File: config.mk
export PLATFORM = sky130hd
export DESIGN_NAME = segment_path_driver
export DESIGN_NICKNAME = d
export VERILOG_FILES = /design/src/rtl/segment_pkg.sv /design/src/rtl/segment_path_driver_mirror.sv /design/src/rtl/segment_path_driver.sv
export SDC_FILE = /design/constraint.sdc
export NUM_CORES = 1
export LEC_CHECK = 0
export ABC_AREA = 1
export BUFFER_PORTS_ARGS = -buffer_cell sky130_fd_sc_hd__buf_2
export CORE_MARGIN = 5
export CORE_UTILIZATION = 55
export CTS_BUF_LIST = sky130_fd_sc_hd__clkbuf_4
export DETAILED_ROUTE_END_ITERATION = 8
export PLACE_DENSITY = 0.82
export SYNTH_ARGS = -nofsm -noshare
export SYNTH_HDL_FRONTEND = slang
export SYNTH_SLANG_ARGS = --single-unit
File: constraint.sdc
create_clock -name clock -period 1.59 [get_ports clock]
set_input_delay 0.0795 -clock clock [delete_from_list [all_inputs] [get_ports clock]]
set_output_delay 0.0795 -clock clock [all_outputs]
set_load 0.005 [all_outputs]
File: src/rtl/segment_pkg.sv
// ---------------------------------------------------------------------------
// segment_pkg
//   Shared definitions for the segment FSM and its path driver: state
//   encodings, controller state type, and the two pure functions that
//   describe the FSM's transition table and which targets are still
//   reachable from a given state.
// ---------------------------------------------------------------------------
package segment_pkg;

    localparam int STATE_W = 8;

    typedef logic [STATE_W-1:0] state_t;

    localparam state_t ST_A = STATE_W'(0);
    localparam state_t ST_B = STATE_W'(1);
    localparam state_t ST_C = STATE_W'(2);
    localparam state_t ST_D = STATE_W'(3);
    localparam state_t ST_E = STATE_W'(4);

    typedef enum logic [1:0] {
        CTRL_IDLE = 2'd0,
        CTRL_WALK = 2'd1,
        CTRL_RESP = 2'd2
    } ctrl_e;

    // Transition table of the segment FSM. Any illegal encoding falls back
    // to A so the mirror can never get stuck outside the legal set.
    function automatic state_t seg_next(input state_t state, input logic i);
        state_t nxt;
        case (state)
            ST_A:    nxt = i ? ST_B : ST_A;
            ST_B:    nxt = i ? ST_C : ST_D;
            ST_C:    nxt = ST_B;
            ST_D:    nxt = ST_E;
            ST_E:    nxt = ST_E;
            default: nxt = ST_A;
        endcase
        return nxt;
    endfunction

    // Can target t still be reached from mirror state m? A is only reachable
    // by staying there; D and E are absorbing towards E, so B/C/D are lost
    // once the walk has entered D or E.
    function automatic logic seg_reachable(input state_t m, input state_t t);
        logic ok;
        case (t)
            ST_A:             ok = (m == ST_A);
            ST_B, ST_C, ST_D: ok = !((m == ST_D) || (m == ST_E));
            ST_E:             ok = 1'b1;
            default:          ok = 1'b0;
        endcase
        return ok;
    endfunction

endpackage

File: src/rtl/segment_path_driver_mirror.sv
// ---------------------------------------------------------------------------
// segment_path_driver_mirror
//   Cycle-accurate copy of the segment FSM state, advanced with the same
//   i value that is driven into the real FSM. Compares the FSM's o output
//   against the mirror every cycle and keeps a sticky mismatch flag.
// Ports
//   clk, rst_n      clock, asynchronous active-low reset
//   i_drive_i       value driven onto the FSM's i input this cycle
//   o_obs_i         observed FSM output o
//   state_o         mirror state
//   mismatch_o      sticky disagreement flag (registered)
//   mismatch_set_o  disagreement seen this cycle while flag still clear
//   prop_o          mirror state is one of the five legal encodings
// ---------------------------------------------------------------------------
module segment_path_driver_mirror
    import segment_pkg::*;
(
    input  logic   clk,
    input  logic   rst_n,
    input  logic   i_drive_i,
    input  logic   o_obs_i,
    output state_t state_o,
    output logic   mismatch_o,
    output logic   mismatch_set_o,
    output logic   prop_o
);

    state_t state_q;
    state_t state_d;
    logic   mismatch_q;
    logic   mismatch_d;
    logic   o_diff;

    always_comb begin
        state_d    = seg_next(state_q, i_drive_i);
        o_diff     = (o_obs_i != (state_q == ST_A));
        mismatch_d = mismatch_q | o_diff;
    end

    // NOTE: sequential state uses non-blocking assignments so every flop
    // samples the pre-edge value of its neighbours, regardless of order.
    always_ff @(posedge clk or negedge rst_n) begin
        if (!rst_n) begin
            state_q    <= ST_A;
            mismatch_q <= 1'b0;
        end else begin
            state_q    <= state_d;
            mismatch_q <= mismatch_d;
        end
    end

    assign state_o        = state_q;
    assign mismatch_o     = mismatch_q;
    assign mismatch_set_o = o_diff & ~mismatch_q;
    assign prop_o         = (state_q <= ST_E);

endmodule

File: src/rtl/segment_path_driver.sv
// ---------------------------------------------------------------------------
// segment_path_driver
//   Stimulus-side driver for the 5-state segment FSM. Accepts a target
//   state request, walks the FSM along the shortest path by driving its
//   i input, and reports completion with a one-cycle done pulse.
// Ports
//   clock, reset_n    clock (rising edge), asynchronous active-low reset
//   req_valid/ready   target request handshake (ready only in IDLE)
//   req_target        requested state, legal 0..4
//   i_drive, drive_en value for FSM input i and its qualifier
//   o_obs             FSM output o, checked against the mirror
//   done_valid/ok/steps  completion pulse, success flag, driven steps
//   mirror_state      current mirror of the FSM state
//   mismatch          sticky o_obs disagreement since reset
//   prop              mirror state is legal
// ---------------------------------------------------------------------------
module segment_path_driver #(
    parameter int STATE_W   = 8,
    parameter int MAX_STEPS = 4,
    parameter int STEP_W    = 4
) (
    input  logic               clock,
    input  logic               reset_n,
    input  logic               req_valid,
    output logic               req_ready,
    input  logic [STATE_W-1:0] req_target,
    output logic               i_drive,
    output logic               drive_en,
    input  logic               o_obs,
    output logic               done_valid,
    output logic               done_ok,
    output logic [STEP_W-1:0]  done_steps,
    output logic [STATE_W-1:0] mirror_state,
    output logic               mismatch,
    output logic               prop
);

    import segment_pkg::*;

    ctrl_e              ctrl_q;
    logic [STATE_W-1:0] target_q;
    logic [STEP_W-1:0]  steps_q;
    logic               done_valid_q;
    logic               done_ok_q;
    logic [STEP_W-1:0]  done_steps_q;

    state_t             mirror;
    logic               mismatch_set;
    logic               at_target;
    logic               unreachable;
    logic               step_limit;
    logic               walk_drive;
    logic               path_i;

    // The drive decision is combinational: the mirror and the real FSM both
    // consume i_drive on the same edge that ends the walk cycle.
    // NOTE: every always_comb output gets a value on every path (here by
    // assigning all of them unconditionally) so no latch is inferred.
    always_comb begin
        at_target   = (mirror == target_q);
        unreachable = !seg_reachable(mirror, target_q);
        step_limit  = (steps_q == STEP_W'(MAX_STEPS));
        walk_drive  = (ctrl_q == CTRL_WALK) && !at_target && !unreachable
                      && !step_limit && !mismatch_set;
        // Only A->B and B->C need i=1; every other shortest-path step uses 0.
        path_i      = (mirror == ST_A) || ((mirror == ST_B) && (target_q == ST_C));
    end

    assign drive_en = walk_drive;
    assign i_drive  = walk_drive & path_i;

    segment_path_driver_mirror u_mirror (
        .clk            (clock),
        .rst_n          (reset_n),
        .i_drive_i      (i_drive),
        .o_obs_i        (o_obs),
        .state_o        (mirror),
        .mismatch_o     (mismatch),
        .mismatch_set_o (mismatch_set),
        .prop_o         (prop)
    );

    // Controller with registered done outputs: done_valid_q is set on the
    // transition into RESP, so it is high exactly for the RESP cycle.
    always_ff @(posedge clock or negedge reset_n) begin
        if (!reset_n) begin
            ctrl_q       <= CTRL_IDLE;
            target_q     <= '0;
            steps_q      <= '0;
            done_valid_q <= 1'b0;
            done_ok_q    <= 1'b0;
            done_steps_q <= '0;
        end else begin
            done_valid_q <= 1'b0;
            case (ctrl_q)
                CTRL_IDLE: begin
                    if (req_valid) begin
                        steps_q <= '0;
                        if (req_target > ST_E) begin
                            ctrl_q       <= CTRL_RESP;
                            done_valid_q <= 1'b1;
                            done_ok_q    <= 1'b0;
                            done_steps_q <= '0;
                        end else begin
                            target_q <= req_target;
                            ctrl_q   <= CTRL_WALK;
                        end
                    end
                end
                CTRL_WALK: begin
                    if (at_target) begin
                        ctrl_q       <= CTRL_RESP;
                        done_valid_q <= 1'b1;
                        done_ok_q    <= 1'b1;
                        done_steps_q <= steps_q;
                    end else if (unreachable || step_limit || mismatch_set) begin
                        ctrl_q       <= CTRL_RESP;
                        done_valid_q <= 1'b1;
                        done_ok_q    <= 1'b0;
                        done_steps_q <= steps_q;
                    end else begin
                        steps_q <= steps_q + 1'b1;
                    end
                end
                CTRL_RESP: begin
                    ctrl_q <= CTRL_IDLE;
                end
                default: begin
                    ctrl_q <= CTRL_IDLE;
                end
            endcase
        end
    end

    assign req_ready    = (ctrl_q == CTRL_IDLE);
    assign done_valid   = done_valid_q;
    assign done_ok      = done_ok_q;
    assign done_steps   = done_steps_q;
    assign mirror_state = mirror;

endmodule

# Yosys cells after proc, flatten, opt, wreduce, memory -nomap -nowiden
# Index checks and enable logic that the tools add are counted.
word_totals:
  ff_bits: 29
  in_bits: 12
  output_inout_bits: 19
  wordCells: 85
classes:
  n_addsub: 1
  order_cmp: 2
  n_eq_ne: 17
  muxes: 28
  bitwise: 5
  n_reduce_logical: 24
ops:
  columns: ["op", "count"]
  rows:
  - ["equality test 8 x 2 -> 1 bit (second input constant)", 4]
  - ["one-hot mux 8 bit (4 select lines)", 1]
  - ["two-way mux 4 bit", 7]
  - ["equality test 8 x 1 -> 1 bit (second input constant)", 2]
  - ["equality test 8 x 3 -> 1 bit (second input constant)", 2]
  - ["zero test 8 bit", 2]
  - ["one-hot mux 4 bit (2 select lines)", 2]
  - ["two-way mux 1 bit", 10]
  - ["equality test 8 bit", 1]
  - ["> comparator 8 x 3 -> 1 bit (second input constant)", 1]
  - ["<= comparator 8 x 3 -> 1 bit (second input constant)", 1]
  - ["two-way mux 2 bit", 4]
  - ["AND reduction 4 bit", 2]
  - ["!= test 2 bit (second input constant)", 3]
  - ["logical AND 1 bit", 5]
  - ["zero test 1 bit", 5]
  - ["adder 4 x 1 -> 4 bit (second input constant)", 1]
  - ["equality test 4 x 3 -> 1 bit (second input constant)", 1]
  - ["logical OR 1 bit", 4]
  - ["one-hot mux 1 bit (2 select lines)", 2]
  - ["one-hot mux 2 bit (2 select lines)", 1]
  - ["!= test 3 x 2 -> 1 bit (second input constant)", 1]
  - ["one-hot mux 1 bit (3 select lines)", 1]
  - ["AND reduction 3 bit", 1]
  - ["11 further kinds", 13]

# Logic depth before layout (Yosys ltp)
depth:
  depth_word: 10
  ltp_mapped: 12
  depth_no_buf: 12

# By module
# A second synthesis with hierarchy kept.
hier_totals:
  cells_unflattened: 179
  area_unflattened_um2: 1407.6
modules_own_cells:
  columns: ["mod", "n_inst", "cells_per_inst", "area_per_inst_um2", "seq_area_each_um2"]
  rows:
  - ["segment_path_driver", 1, 148, 1169.9, 500.5]
  - ["segment_path_driver_mirror", 1, 31, 237.7, 100.1]

# Worst setup path after synthesis
# No wires, ideal clock.
synth_path:
  path_kind: "register -> register"
  from: "reg u_mirror.state_q[0] (netlist: u_mirror.state_o[0])"
  to: "reg done_steps_q[2] (netlist: done_steps[2])"
  setup_time_ns: 0.117
  arrival_ns: 1.344
  required_time_ns: 1.473
  path_slack_ns: 0.129
  path_stages_with_launch: 11
  n_path_buf: 0
  synth_period_minus_slack_ns: 1.461
  path_cell_list: "dfrtp_1 > nor2_2 > nand2_2 > a21oi_2 > nand2_2 > nor2_4 > nand2_4 > nand2_4 > nand2_2 > nand2_1 > nand2_1"
synth_between:
  elab_chain_len: 9
  elab_cells_between_ends: 16
  cone_classes: "eq/ne (5); mux (3); bitwise (1); reduce/logical (7)"
synth_lines:
  columns: ["element", "line", "text"]
  rows:
  - ["start, declared", "segment_path_driver_mirror.sv:28", "state_t state_q;"]
  - ["start signal, assigned", "segment_path_driver_mirror.sv:47", "state_q <= state_d;"]
  - ["equality test 8 x 2 -> 1 bit or equality test 8 x 3 -> 1 bit (tied branches)", "segment_pkg.sv:48", "ST_B, ST_C, ST_D: ok = !((m == ST_D) || (m == ST_E));"]
  - ["logical OR 1 bit", "segment_pkg.sv:48", null]
  - ["zero test 1 bit", "segment_pkg.sv:48", null]
  - ["one-hot mux 1 bit (3 select lines)", "segment_pkg.sv:46", "case (t)"]
  - ["zero test 1 bit", "segment_path_driver.sv:61", "unreachable = !seg_reachable(mirror, target_q);"]
  - ["logical OR 1 bit (2 in series)", "segment_path_driver.sv:116", "end else if (unreachable || step_limit || mismatch_set) begin"]
  - ["!= test 3 x 2 -> 1 bit (no source line)", null, null]
  - ["AND reduction 4 bit (no source line)", null, null]
  - ["end signal, assigned", "segment_path_driver.sv:115", "done_steps_q <= steps_q;"]
  - ["end signal, assigned", "segment_path_driver.sv:120", "done_steps_q <= steps_q;"]
  - ["end, declared", "segment_path_driver.sv:45", "logic [STEP_W-1:0] done_steps_q;"]
# Several ways; a longest one is shown, not always the timed one.
# A chain may end at the register's enable or synchronous reset.

# Worst setup path after layout
layout_path:
  from: "reg target_q[7]"
  to: "out i_drive"
layout_between:
  elab_chain_len: 7
  elab_cells_between_ends: 16
  cone_classes: "eq/ne (5); mux (1); bitwise (1); reduce/logical (9)"
layout_lines:
  columns: ["element", "line", "text"]
  rows:
  - ["start, declared", "segment_path_driver.sv:41", "logic [STATE_W-1:0] target_q;"]
  - ["start signal, assigned", "segment_path_driver.sv:105", "target_q <= req_target;"]
  - ["equality test 8 x 2 -> 1 bit, or another cell as far along", "segment_pkg.sv:46, segment_path_driver.sv:66", null]
  - ["OR reduction 3 bit or zero test 1 bit (tied branches)", "segment_pkg.sv:46, segment_path_driver.sv:63", null]
  - ["one-hot mux 1 bit (3 select lines) or logical AND 1 bit (tied branches)", "segment_pkg.sv:46, segment_path_driver.sv:63", null]
  - ["logical AND 1 bit", "segment_path_driver.sv:63", "walk_drive = (ctrl_q == CTRL_WALK) && !at_target && !unreachable"]
  - ["logical AND 1 bit (2 in series)", "segment_path_driver.sv:64", "&& !step_limit && !mismatch_set;"]
  - ["AND 1 bit *", "segment_path_driver.sv:70", "assign i_drive = walk_drive & path_i;"]
  - ["end, declared", "segment_path_driver.sv:27", "output logic i_drive,"]
# Mark *: on every way between the ends. The rest lies on a longest branch, timed or not.

==> results.json <==
{
  "grt_setup_unrepaired": "yes",
  "slew_headroom_pct": 64.4,
  "antenna_found_initial": 0,
  "cts-root-buf": "clkbuf_4",
  "drive_gt1_share_pct": 35.7,
  "period_share_pct": 116,
  "insertion_delay_ps": 320,
  "drtPass1Iterations": 4,
  "cp_num_buf_inv": 1,
  "violations": "setup timing",
  "slew_violations": 0,
  "nNetsFinal": 222,
  "status": "finished with violations",
  "grt.total_usage_pct": 19.4,
  "grt_pass1_vias": 1188,
  "cts_buffer_depth": 2,
  "wl_mm": 3.24,
  "wl_per_cell_um": 13.8,
  "syn2layout_area_growth_pct": 26.4,
  "drt_iter0_drc": 51,
  "row_count": 17,
  "period_needed_ps": 1840,
  "startpoint_type": "flip-flop",
  "power_density_nw_per_um2": 1170,
  "p_leak_uw": 0.000957,
  "layout_common_cells": "nand2_1 (39), buf_2 (25), inv_1 (24), dfrtp_1 (22), buf_4 (16)",
  "clk_pin_slew_ps": 130,
  "die_h_um": 58.7,
  "grt_start_max_net_pins": 25,
  "numClockSinks": 24,
  "final.setup.worst_slack_ps": -249,
  "max_freq_ghz": 0.544,
  "start_util_pct": 58.5,
  "skew_ps": 1.06,
  "viasPerCell": 5.14,
  "drv_cap": 0,
  "crit_type": "reg2out",
  "finalSetupViolCount": 15,
  "cp_max_fo": 3,
  "drc_errors": 0,
  "tightest_slew_ps": 534,
  "hold_violations": 0,
  "crit_required_ps": 1510,
  "avgSynthCellArea_um2": 8.11,
  "syn_area_um2": 1310,
  "yosysSeqAreaShare_pct": 46.0,
  "num_antenna_cells": 0,
  "coreArea_um2": 2230,
  "layout_commonest_cell": "nand2_1",
  "critPathTopFamily": "simple AND/OR/NAND/NOR gates",
  "dp_hpwl_mm": 2.07,
  "min_path_type": "in2reg",
  "rrSetupSlack_ps": -240,
  "dpl.cell_count": 219,
  "worstPathArrival_ps": 1760,
  "stdcell_count": 235,
  "ys_types": 27,
  "worstPathCellList": "nor2_1 > nand3_1 > a21oi_2 > nand2_1 > nor2_4 > nand3_4 > a21oi_2 > buf_2",
  "die_w_um": 58.7,
  "cts_tree": "built",
  "grt_pass1_wl_mm": 5.21,
  "postRouteAntennaNets": 0,
  "dp_slack_ps": -43.5,
  "htreeDepth": 1,
  "cp_slowest_stage_delay_ps": 400,
  "gp_congestion": 0.881,
  "ys_ff_latch": 24,
  "crit_top_cell": "a21oi_2",
  "cp-end-kind": "primary output",
  "ir_drop_v": 0.00106,
  "cts_buffers": 3,
  "cp_slowest_cell": "dfrtp_1",
  "portBuffers": 25,
  "vias": 1207,
  "fillers": 169,
  "synth_cells": 161,
  "yosys_warnings": 0,
  "num_io_pins": 31,
  "dieArea_um2": 3450,
  "grt-ovfl-total": 0
}
==> worst paths after layout <==
| path | startpoint | endpoint | cells past startpoint |
|---|---|---|---|
| worst max-delay path | target_q[7]$_DFFE_PN0P_ | i_drive | 8 |
| worst min-delay path | req_target[0] | target_q[0]$_DFFE_PN0P_ | 3 |
| worst max register to register | u_mirror.state_o[0]$_DFF_PN0_ | done_steps[0]$_DFFE_PN0P_ | 11 |
| worst min register to register | target_q[5]$_DFFE_PN0P_ | target_q[5]$_DFFE_PN0P_ | 2 |
| max in group asynchronous | reset_n | u_mirror.state_o[0]$_DFF_PN0_ | 2 |
| min in group asynchronous | reset_n | target_q[2]$_DFFE_PN0P_ | 2 |
==> cells by family after synthesis <==
kind of cell / after synthesis / share of synthesized area (%)
buf+inv: 33 / 11.1
xor+xnor: 4 / 2.68
other cells: 1 / 0.287
simple gates: 86 / 33.2
flops: 24 / 46.0
compound gates: 11 / 4.79
fa+ha+maj: 2 / 1.92
==> where the power goes <==
| group | total, µW | internal [µW] | switching [µW] |
|---|---|---|---|
| combinational | 940 | 415 | 526 |
| sequential | 721 | 661 | 59.3 |
| clock | 274 | 92.0 | 182 |
| total | 1930 | 1170 | 767 |
==> tightest hold or removal path, stage by stage <==
cell     delay (ps)
buf_2            90
inv_1            60
o21ai_0          80
==> sequential cells by signal, indices dropped and copies added (netlist names) <==
register             cells
ctrl_q                   2
done_ok                  1
done_steps               4
done_valid               1
steps_q                  4
target_q                 8
u_mirror.mismatch_o      1
u_mirror.state_o         3
==> routing by layer <==
metal	global-route usage, %	up-vias	share of wire [%]
li1	-	588	-
met1	24.0	566	41
met4	7.12	0	2.3
met3	2.41	9	6.0
met2	34.2	44	51
met5	0	-	0
==> cells in the mapped netlist (all sizes together) <==
| master | n | area [µm²] |
|---|---|---|
| or2 | 1 | 6.26 |
| buf | 6 | 42.5 |
| a21oi | 5 | 28.8 |
| xnor2 | 1 | 8.76 |
| inv | 26 | 97.6 |
| nor2 | 15 | 68.8 |
| nor4 | 1 | 12.5 |
| nand2 | 46 | 205 |
| nor3 | 1 | 5.00 |
| clkinv | 1 | 5.00 |
| conb | 1 | 3.75 |
| nand3 | 19 | 118 |
| ha | 2 | 25.0 |
| o21ai | 6 | 33.8 |
| nand4 | 3 | 18.8 |
| dfrtp | 24 | 601 |
| xor2 | 3 | 26.3 |
==> timing repair <==
item	in CTS	in global routing
resized for setup	6	7
hold endpoints to repair	24	0
setup endpoints to repair	3	16
pin swaps	7	7
hold buffers	1	0
setup buffers	7	4
==> layout make-up <==
| type | count | area [µm²] | share of cell area [%] |
|---|---|---|---|
| inverters | 27 | 103 | 6.21 |
| clock inverters | 1 | 3.75 | 0.227 |
| multi-input cells | 108 | 607 | 36.7 |
| well taps | 28 | 35.0 | 2.12 |
| clock buffers | 3 | 22.5 | 1.36 |
| repair buffers | 44 | 278 | 16.8 |
| flip-flops and latches | 24 | 603 | 36.5 |
==> per-stage QoR <==
step / setup TNS, ps / power, µW / utilization, % / hold WS, ps / area [µm²]
floorplan: 0 / 1160 / - / -216 / 1320
global placement: 0 / 1310 / 66.8 / 79.6 / 1490
detailed placement: -43.5 / 1340 / 66.8 / 96.5 / 1490
CTS: -397 / 1790 / 71.5 / 6.99 / 1600
global route: -3890 / 2050 / 73.9 / 29.2 / 1650
finish: -2340 / 1930 / 73.9 / 22.1 / 1650
Note: power is estimated with default switching activity, not from simulation.
